<file path="src/rtl/modulo_ingresar_operando.sv">
`default_nettype none
// ============================================================================
// Module      : modulo_ingresar_operando
// Description : Keypad operand-entry controller for a BCD calculator.
//               Builds a multi-digit BCD number from keypad strokes,
//               latches the first operand on an operator key and the second
//               operand on the equal key, then raises a completion pulse.
//
//               Key codes: 0-9 digit, A..D operator (+,-,*,/), E equal,
//               F clear.
//
//               Optional feature (macro BACKSPACE_EN): the 'borrar' input
//               deletes the most recently entered digit. Without the macro,
//               the port stays on the interface but drives no logic.
//
// Ports       :
//   clk           in   1            system clock, rising edge
//   reset         in   1            asynchronous reset, active low
//   tecla_valida  in   1            key held strobe (debounced, synchronous)
//   tecla_cod     in   4            key code
//   borrar        in   1            delete-last-digit key (BACKSPACE_EN only)
//   display       out  4*N_DIGITS   number being entered, LSD in [3:0]
//   operando_a    out  4*N_DIGITS   latched first operand
//   operando_b    out  4*N_DIGITS   latched second operand
//   operador      out  2            latched operator (code minus 4'hA)
//   contador      out  clog2(N+1)   digits currently in display
//   listo         out  1            one-cycle pulse: expression complete
//   desborde      out  1            one-cycle pulse: digit rejected, full
//
// Parameters  :
//   N_DIGITS      BCD digits per operand, 1..8 (default 4)
//
// Revision    : 1.0 - initial release
// ============================================================================
module modulo_ingresar_operando #(
    parameter int N_DIGITS = 4
) (
    input  logic                               clk,
    input  logic                               reset,
    input  logic                               tecla_valida,
    input  logic [3:0]                         tecla_cod,
    input  logic                               borrar,
    output logic [4*N_DIGITS-1:0]              display,
    output logic [4*N_DIGITS-1:0]              operando_a,
    output logic [4*N_DIGITS-1:0]              operando_b,
    output logic [1:0]                         operador,
    output logic [$clog2(N_DIGITS+1)-1:0]      contador,
    output logic                               listo,
    output logic                               desborde
);

    localparam int C_ANCHO     = 4 * N_DIGITS;
    localparam int C_ANCHO_CNT = $clog2(N_DIGITS + 1);

    localparam logic [C_ANCHO_CNT-1:0] C_CNT_MAX  = C_ANCHO_CNT'(N_DIGITS);
    localparam logic [C_ANCHO_CNT-1:0] C_CNT_UNO  = C_ANCHO_CNT'(1);
    localparam logic [3:0]             C_COD_A    = 4'hA;
    localparam logic [3:0]             C_COD_D    = 4'hD;
    localparam logic [3:0]             C_COD_IGU  = 4'hE;
    localparam logic [3:0]             C_COD_CLR  = 4'hF;

    // ------------------------------------------------------------------------
    // State encoding
    // ------------------------------------------------------------------------
    typedef enum logic [2:0] {
        ESPERAR_A = 3'd0,
        INGRESO_A = 3'd1,
        ESPERAR_B = 3'd2,
        INGRESO_B = 3'd3,
        LISTO     = 3'd4
    } estado_t;

    estado_t                  r_estado;
    estado_t                  w_estado_sig;

    // ------------------------------------------------------------------------
    // Registers and their next-state values
    // ------------------------------------------------------------------------
    logic [C_ANCHO-1:0]       r_display,    w_display_sig;
    logic [C_ANCHO-1:0]       r_operando_a, w_operando_a_sig;
    logic [C_ANCHO-1:0]       r_operando_b, w_operando_b_sig;
    logic [1:0]               r_operador,   w_operador_sig;
    logic [C_ANCHO_CNT-1:0]   r_contador,   w_contador_sig;
    logic                     r_listo,      w_listo_sig;
    logic                     r_desborde,   w_desborde_sig;

    // Edge detection on the key strobe
    logic                     r_tecla_prev;
    // Cleared by reset; set once the key has been observed released. Keeps a
    // key that was held through reset release from counting as a new press.
    logic                     r_armado;
    logic                     w_evento;

    // Key decode
    logic                     w_es_digito;
    logic                     w_es_operador;
    logic                     w_es_igual;
    logic                     w_es_clear;
    logic [3:0]               w_op_completo;
    logic [C_ANCHO-1:0]       w_digito_ext;
    logic [C_ANCHO-1:0]       w_display_izq;

    assign w_evento      = tecla_valida & ~r_tecla_prev & r_armado;

    assign w_es_digito   = (tecla_cod <= 4'd9);
    assign w_es_operador = (tecla_cod >= C_COD_A) && (tecla_cod <= C_COD_D);
    assign w_es_igual    = (tecla_cod == C_COD_IGU);
    assign w_es_clear    = (tecla_cod == C_COD_CLR);
    assign w_op_completo = tecla_cod - C_COD_A;

    // Shift-in form also works for N_DIGITS = 1, where the shift yields zero.
    assign w_digito_ext  = C_ANCHO'(tecla_cod);
    assign w_display_izq = (r_display << 4) | w_digito_ext;

`ifdef BACKSPACE_EN
    logic                     r_borrar_prev;
    logic                     w_evento_borrar;

    assign w_evento_borrar = borrar & ~r_borrar_prev;
`else
    // The delete key has no function in this build.
    logic                     w_unused_borrar;

    assign w_unused_borrar = borrar;
`endif

    // ------------------------------------------------------------------------
    // State and datapath registers
    // ------------------------------------------------------------------------
    always_ff @(posedge clk or negedge reset) begin
        if (!reset) begin
            r_estado      <= ESPERAR_A;
            r_display     <= '0;
            r_operando_a  <= '0;
            r_operando_b  <= '0;
            r_operador    <= '0;
            r_contador    <= '0;
            r_listo       <= 1'b0;
            r_desborde    <= 1'b0;
            r_tecla_prev  <= 1'b0;
            r_armado      <= 1'b0;
`ifdef BACKSPACE_EN
            r_borrar_prev <= 1'b0;
`endif
        end else begin
            r_estado      <= w_estado_sig;
            r_display     <= w_display_sig;
            r_operando_a  <= w_operando_a_sig;
            r_operando_b  <= w_operando_b_sig;
            r_operador    <= w_operador_sig;
            r_contador    <= w_contador_sig;
            r_listo       <= w_listo_sig;
            r_desborde    <= w_desborde_sig;
            r_tecla_prev  <= tecla_valida;
            r_armado      <= r_armado | ~tecla_valida;
`ifdef BACKSPACE_EN
            r_borrar_prev <= borrar;
`endif
        end
    end

    // ------------------------------------------------------------------------
    // Next-state and datapath decisions
    // ------------------------------------------------------------------------
    always_comb begin
        w_estado_sig     = r_estado;
        w_display_sig    = r_display;
        w_operando_a_sig = r_operando_a;
        w_operando_b_sig = r_operando_b;
        w_operador_sig   = r_operador;
        w_contador_sig   = r_contador;
        w_listo_sig      = 1'b0;
        w_desborde_sig   = 1'b0;

        if (w_evento) begin
            if (w_es_clear) begin
                w_estado_sig     = ESPERAR_A;
                w_display_sig    = '0;
                w_operando_a_sig = '0;
                w_operando_b_sig = '0;
                w_operador_sig   = '0;
                w_contador_sig   = '0;
            end else if (w_es_digito) begin
                if (r_estado == LISTO) begin
                    // A digit after a finished expression starts a new one.
                    w_estado_sig     = INGRESO_A;
                    w_operando_a_sig = '0;
                    w_operando_b_sig = '0;
                    w_operador_sig   = '0;
                    w_display_sig    = w_digito_ext;
                    w_contador_sig   = C_CNT_UNO;
                end else if (r_contador < C_CNT_MAX) begin
                    w_display_sig  = w_display_izq;
                    w_contador_sig = r_contador + C_CNT_UNO;
                    if (r_estado == ESPERAR_A) begin
                        w_estado_sig = INGRESO_A;
                    end else if (r_estado == ESPERAR_B) begin
                        w_estado_sig = INGRESO_B;
                    end
                end else begin
                    w_desborde_sig = 1'b1;
                end
            end else if (w_es_operador) begin
                case (r_estado)
                    INGRESO_A: begin
                        w_operando_a_sig = r_display;
                        w_operador_sig   = w_op_completo[1:0];
                        w_display_sig    = '0;
                        w_contador_sig   = '0;
                        w_estado_sig     = ESPERAR_B;
                    end
                    ESPERAR_B: begin
                        // Operator changed before any B digit was typed.
                        w_operador_sig   = w_op_completo[1:0];
                    end
                    default: begin
                    end
                endcase
            end else if (w_es_igual) begin
                if (r_estado == INGRESO_B) begin
                    w_operando_b_sig = r_display;
                    w_listo_sig      = 1'b1;
                    w_estado_sig     = LISTO;
                end
            end
        end
`ifdef BACKSPACE_EN
        // Only reached when no key event is present this cycle, so a key
        // event always takes precedence over a coincident delete.
        else if (w_evento_borrar && (r_contador != '0) &&
                 ((r_estado == INGRESO_A) || (r_estado == INGRESO_B))) begin
            w_display_sig  = r_display >> 4;
            w_contador_sig = r_contador - C_CNT_UNO;
            if (r_contador == C_CNT_UNO) begin
                w_estado_sig = (r_estado == INGRESO_A) ? ESPERAR_A : ESPERAR_B;
            end
        end
`endif
    end

    // ------------------------------------------------------------------------
    // Outputs
    // ------------------------------------------------------------------------
    assign display    = r_display;
    assign operando_a = r_operando_a;
    assign operando_b = r_operando_b;
    assign operador   = r_operador;
    assign contador   = r_contador;
    assign listo      = r_listo;
    assign desborde   = r_desborde;

endmodule
`default_nettype wire

</file>
<file path="config.mk">
export PLATFORM = sky130hd
export DESIGN_NAME = modulo_ingresar_operando
export DESIGN_NICKNAME = d
export VERILOG_FILES = /design/src/rtl/modulo_ingresar_operando.sv
export SDC_FILE = /design/constraint.sdc
export NUM_CORES = 1
export LEC_CHECK = 0
export ABC_AREA = 0
export CAP_MARGIN = 10
export CORE_ASPECT_RATIO = 0.8
export CORE_MARGIN = 2
export CORE_UTILIZATION = 49
export DETAILED_ROUTE_END_ITERATION = 6
export HOLD_SLACK_MARGIN = 0.03
export PLACE_DENSITY_LB_ADDON = 0.3
export SYNTH_ARGS = -nofsm -noshare
export SYNTH_HDL_FRONTEND = slang
export SYNTH_SLANG_ARGS = --single-unit
</file>
<file path="constraint.sdc">
create_clock -name clk -period 2.5 [get_ports clk]
set_clock_uncertainty 0.15 [all_clocks]
set_input_delay 0.375 -clock clk [delete_from_list [all_inputs] [get_ports clk]]
set_output_delay 0.375 -clock clk [all_outputs]
set_load 0.05 [all_outputs]
</file>
==> results.json, run 1 <==
{
  "cts_htree_levels": 3,
  "final_core_util": 0.680,
  "syn_to_final_growth_pct": 36.5,
  "status": "completed",
  "slowest_stage": "dfrtp_1",
  "netlist.area_leader.share": 0.561,
  "synth_area_um2": 2680,
  "criticalPathCategory": "register to register",
  "startpoint_type": "register",
  "r2r_setup_slack_ns": 0.30,
  "vias_per_cell": 5.22,
  "clk_pin_slew_ns": 0.07,
  "cp_slowest_stage_delay_ns": 0.48,
  "drt_first_pass_iters": 4,
  "netlist_instances": 261,
  "layout.nets": 343,
  "cts_root_buffer": "clkbuf_8",
  "power.leakage_nw": 1.67,
  "tightest_slew_ns": 0.633,
  "insertion_delay_ns": 0.33,
  "initial_core_util": 0.498,
  "layout_common_cells": "nand2_1 (64), dfrtp_1 (60), clkdlybuf4s50_1 (60)",
  "powerDensity_nw_per_um2": 1130,
  "grt_max_degree": 34,
  "ys.flop_type": "dfrtp_1",
  "synth_top_family_by_area": "simple AND/OR/NAND/NOR gates",
  "wire_per_inst_um": 14.6,
  "max_clock_freq_ghz": 0.455,
  "rsz0062_at_grt": "no",
  "yosysWarnings": 0,
  "setup_violations": 0,
  "ant_nets": 0,
  "cts_tree": "done",
  "portBuffers": 61,
  "hold_violations": 0,
  "vias": 2108,
  "syn_area_per_cell_um2": 10.3,
  "drt-initial-drc-count": 84,
  "antenna_found_initial": 0,
  "slew_headroom": 0.578,
  "antennaDiodeCount": 0,
  "synth-simple-area-share": 0.153,
  "crit_arrival_ns": 2.26,
  "die_w_um": 86.6,
  "cts_buffers": 9,
  "synth_edf_count": 0,
  "place_hpwl_mm": 4.22,
  "synth-seq-area-share": 0.561,
  "grt_pass1_vias": 2087,
  "rows": 24,
  "ir_worst_vdd_v": 0.000590,
  "synth_cell_types": 43,
  "synth-compound-area-share": 0.133,
  "grt.total_usage": 0.215,
  "drive_gt1_frac": 0.159,
  "totalWireLength_mm": 5.90,
  "cts_num_sinks": 60,
  "synth_area_leaders": "dfrtp_1 (56%), nand2_1 (9.0%), mux2i_1 (5.2%), o21ai_0 (3.7%), o21ai_2 (2.9%)",
  "synth-async-reset-ratio": 1.00,
  "ys_ff_latch": 60,
  "synth.area.mux_share": 0.0776,
  "finalCriticalPeriod_ns": 2.20,
  "final_common_cell": "nand2_1",
  "path_max_fanout": 18,
  "dieArea_um2": 6080,
  "netlist.top_cell.by_area": "dfrtp_1",
  "drc_errors": 0,
  "gp_congestion": 0.883,
  "cts_setup_buffers": 0,
  "cap_violations": 0,
  "synth_fp_nets": 270,
  "post_cts_resized": 0,
  "grt_first_pass_wirelength_mm": 10.0,
  "io_pins": 63,
  "coreArea_um2": 5380,
  "finalCritPeriodShare": 0.878,
  "synthXorXnorAreaFrac": 0.00654,
  "clk_path_buf_depth": 2,
  "cts-hold-fix-buffers": 1,
  "fin_setup_tns_ns": 0,
  "end_kind": "register",
  "grt_overflow": 0,
  "fillCellCount": 431,
  "required_ns": 2.56,
  "slew_violations": 0,
  "cp_cell_sequence": "or3b_4, and2_1, a221o_1, buf_4, nand2_1, o21ai_1",
  "synth_fa_ha_area_frac": 0.00467,
  "min_path_type": "register to register",
  "fp.dieH_um": 70.1
}
==> worst paths after layout <==
check / from / end / depth (start not counted)
hold / removal: operando_b[9]$_DFFE_PN0P_ / operando_b[9]$_DFFE_PN0P_ / 2
setup / recovery: r_estado[1]$_DFFE_PN0P_ / display[6]$_DFFE_PN0P_ / 6
hold reg to reg: operando_b[9]$_DFFE_PN0P_ / operando_b[9]$_DFFE_PN0P_ / 2
setup reg to reg: r_estado[1]$_DFFE_PN0P_ / display[6]$_DFFE_PN0P_ / 6
max in group asynchronous: reset / display[11]$_DFFE_PN0P_ / 3
min in group asynchronous: reset / display[10]$_DFFE_PN0P_ / 2
==> sequential cells by signal, summed over array words and instances, names as in the netlist <==
register      flops
r_estado          3
r_armado          1
operando_b       16
contador          3
listo             1
desborde          1
operando_a       16
operador          2
r_tecla_prev      1
display          16
==> metrics by stage <==
step / hold WS, ns / instances / cell area, um^2 / worst slack, ns / power (mW)
global route: 0.355 / 404 / 3650 / 0.219 / 4.32
detailed placement: 0.282 / 387 / 3400 / 0.100 / 3.07
finish: 0.333 / 404 / 3650 / 0.305 / 4.13
CTS: 0.337 / 404 / 3650 / 0.301 / 4.16
floorplan: -0.0706 / 261 / 2680 / 0.317 / 2.53
global placement: 0.278 / 387 / 3400 / 0.143 / 3.04
==> critical path: cells and delay by family, from the launching register on <==
family                 cells  cell delay, ns
flip-flops                 1            0.48
buffers and inverters      1            0.22
AND/OR/NAND/NOR            3            0.75
AO/OA/AOI/OAI              2            0.47
==> power breakdown <==
part           leakage [nW]  internal (mW)  switching (mW)
combinational         0.741          0.570            1.09
sequential            0.809           1.19           0.213
clock                 0.122          0.689           0.388
total                  1.67           2.45            1.69
==> per-layer routing <==
layer	up-vias	global-route usage	share of wire
met2	66	0.321	0.45
met4	0	0.0573	0.0061
met1	1016	0.292	0.48
li1	1021	-	-
met3	5	0.0887	0.062
met5	-	0	0
==> cells in the mapped netlist (all sizes together) (2+ instances only) <==
master   number
nand2        65
dfrtp        60
o21ai        35
inv          14
mux2i        14
buf          10
a21oi         8
clkbuf        8
mux2          6
and3          4
nand2b        4
a21o          2
and2          2
nand3         2
nand3b        2
nor2          2
o211ai        2
o2bb2ai       2
==> final cells by class <==
| cell class | count | area [um^2] | area share |
|---|---|---|---|
| clock inverter | 6 | 111 | 0.0305 |
| sequential | 60 | 1500 | 0.411 |
| tap | 65 | 81.3 | 0.0223 |
| multi-input combinational | 169 | 1010 | 0.276 |
| clock buffer | 10 | 138 | 0.0377 |
| inverter | 14 | 52.6 | 0.0144 |
| timing repair buffer | 80 | 763 | 0.209 |
==> cell families (layout without fill, tap and decap cells) <==
group	Yosys count	after routing
AO/OA/AOI/OAI	56	56
adder cells (fa/ha/maj)	1	1
multiplexers	20	20
buffers and inverters	32	110
flip-flops	60	60
XOR/XNOR	2	2
AND/OR/NAND/NOR	90	90
Note: power is estimated with default switching activity, not from simulation.
==> run 2, diff against run 1 <==
Settings changed: ABC_CLOCK_PERIOD_IN_PS set to 2500, PLACE_DENSITY set to 0.79, PLACE_DENSITY_LB_ADDON 0.3 to not set, TNS_END_PERCENT set to 10.
==> run 2 against run 1 <==
Cell area shrank 0.34%. Combinational power barely moved. Sequential power about the same. Total power shrank 2.9%. Highest routed layer unchanged. Maximum frequency shrank 1.9%.
==> results.json, run 2 (synthesis results as in run 1) <==
{
  "status": "completed",
  "vias_per_cell": 5.17,
  "cts_num_sinks": 60,
  "path_max_fanout": 32,
  "rows": 24,
  "setup_violations": 0,
  "clk_pin_slew_ns": 0.06,
  "finalCriticalPeriod_ns": 2.24,
  "wire_per_inst_um": 14.4,
  "crit_arrival_ns": 2.30,
  "rsz0062_at_grt": "no",
  "insertion_delay_ns": 0.34,
  "final_common_cell": "nand2_1",
  "grt.total_usage": 0.214,
  "place_hpwl_mm": 4.30,
  "finalCritPeriodShare": 0.895,
  "dp.cells": 389,
  "grt_pass1_vias": 2025,
  "fin_setup_tns_ns": 0,
  "drc_errors": 0,
  "final_cells": 406,
  "drive_gt1_frac": 0.164,
  "ir_worst_vdd_v": 0.000495,
  "grt_max_degree": 33,
  "io_pins": 63,
  "drt_first_pass_iters": 4,
  "startpoint_type": "register",
  "antennaDiodeCount": 0,
  "clk_path_buf_depth": 2,
  "tightest_slew_ns": 0.519,
  "cts-hold-fix-buffers": 1,
  "design_area_um2": 3640,
  "criticalPathCategory": "register to register",
  "hold_violations": 0,
  "cts_htree_levels": 3,
  "dieArea_um2": 6080,
  "min_path_type": "register to register",
  "dpl_cell_area_um2": 3410,
  "grt_first_pass_wirelength_mm": 9.88,
  "crit_buf_inv": 1,
  "cts_root_buffer": "clkbuf_8",
  "portBuffers": 61,
  "grt_overflow": 0,
  "power_mw": 4.01,
  "layout.nets": 345,
  "cts_setup_buffers": 0,
  "ant_nets": 0,
  "initial_core_util": 0.498,
  "cts_tree": "done",
  "cp_top_family": "simple AND/OR/NAND/NOR gates",
  "cp_cell_sequence": "or3b_4, and2_1, a221o_1, buf_12, nand2_1, o21ai_0",
  "antenna_found_initial": 0,
  "die_w_um": 86.6,
  "cp_slowest_stage_delay_ns": 0.48,
  "layout_common_cells": "nand2_1 (64), dfrtp_1 (60), clkdlybuf4s50_1 (60)",
  "slew_headroom": 0.653,
  "syn_to_final_growth_pct": 36.0,
  "gp_congestion": 0.886,
  "required_ns": 2.56,
  "slowest_stage": "dfrtp_1",
  "vias": 2100,
  "powerDensity_nw_per_um2": 1100,
  "slew_violations": 0,
  "totalWireLength_mm": 5.87,
  "post_cts_resized": 0,
  "cts_buffers": 9,
  "drt-initial-drc-count": 124,
  "cap_violations": 0,
  "end_kind": "register",
  "coreArea_um2": 5380,
  "power.leakage_nw": 1.67,
  "fp.dieH_um": 70.1,
  "max_clock_freq_ghz": 0.447
}
[run 2: cell count changes in the layout (fill, tap and decap cells not counted)]
cell	previous run	this run
clkbuf_8	10	13
bufinv_16	3	1
buf_4	17	19
clkinv_4	1	0
[run 2: worst paths after layout]
check / slack [ns] / start / endpoint / cells past startpoint
min reg2reg: 0.33 / operando_b[14]$_DFFE_PN0P_ / operando_b[14]$_DFFE_PN0P_ / 2
max in group asynchronous: 1.26 / reset / operando_b[9]$_DFFE_PN0P_ / 3
max: 0.26 / r_estado[1]$_DFFE_PN0P_ / display[15]$_DFFE_PN0P_ / 6
min in group asynchronous: 0.34 / reset / display[9]$_DFFE_PN0P_ / 2
min: 0.33 / operando_b[14]$_DFFE_PN0P_ / operando_b[14]$_DFFE_PN0P_ / 2
max reg2reg: 0.26 / r_estado[1]$_DFFE_PN0P_ / display[15]$_DFFE_PN0P_ / 6
[run 2: where the power goes]
| group | switching [mW] | leakage, nW | internal (mW) |
|---|---|---|---|
| Sequential | 0.200 | 0.809 | 1.19 |
| Clock | 0.374 | 0.112 | 0.567 |
| Combinational | 1.10 | 0.752 | 0.584 |
[run 2: routing by layer]
| metal | share of wire | GRT usage | vias up | wire length [um] |
|---|---|---|---|---|
| li1 | - | - | 1025 | - |
| met1 | 0.48 | 0.300 | 1000 | 2820 |
| met2 | 0.44 | 0.306 | 68 | 2600 |
| met3 | 0.061 | 0.0910 | 7 | 358 |
| met4 | 0.014 | 0.0590 | 0 | 83 |
| met5 | 0 | 0 | - | 0 |
[run 2: cell type report]
type,count,area [um^2]
clock buffers,13,179
clock inverters,3,42.5
fillers,394,1730
inverters,14,52.6
multi-input cells,169,1010
flip-flops and latches,60,1500
well taps,65,81.3
repair buffers,82,778
[run 2: metrics by stage]
stage	hold slack [ns]	setup slack (ns)	util
4_1_cts	0.336	0.284	0.678
5_1_grt	0.353	0.200	0.678
2_1_floorplan	-0.0706	0.317	-
3_5_place_dp	0.171	0.0683	0.635
3_3_place_gp	0.166	0.131	0.635
6_report	0.331	0.262	0.678
[run 2: worst reg2reg max path: stages, from the launching register on]
cell	delay [ns]
dfrtp_1	0.48
or3b_4	0.47
and2_1	0.20
a221o_1	0.46
buf_12	0.21
nand2_1	0.07
o21ai_0	0.07
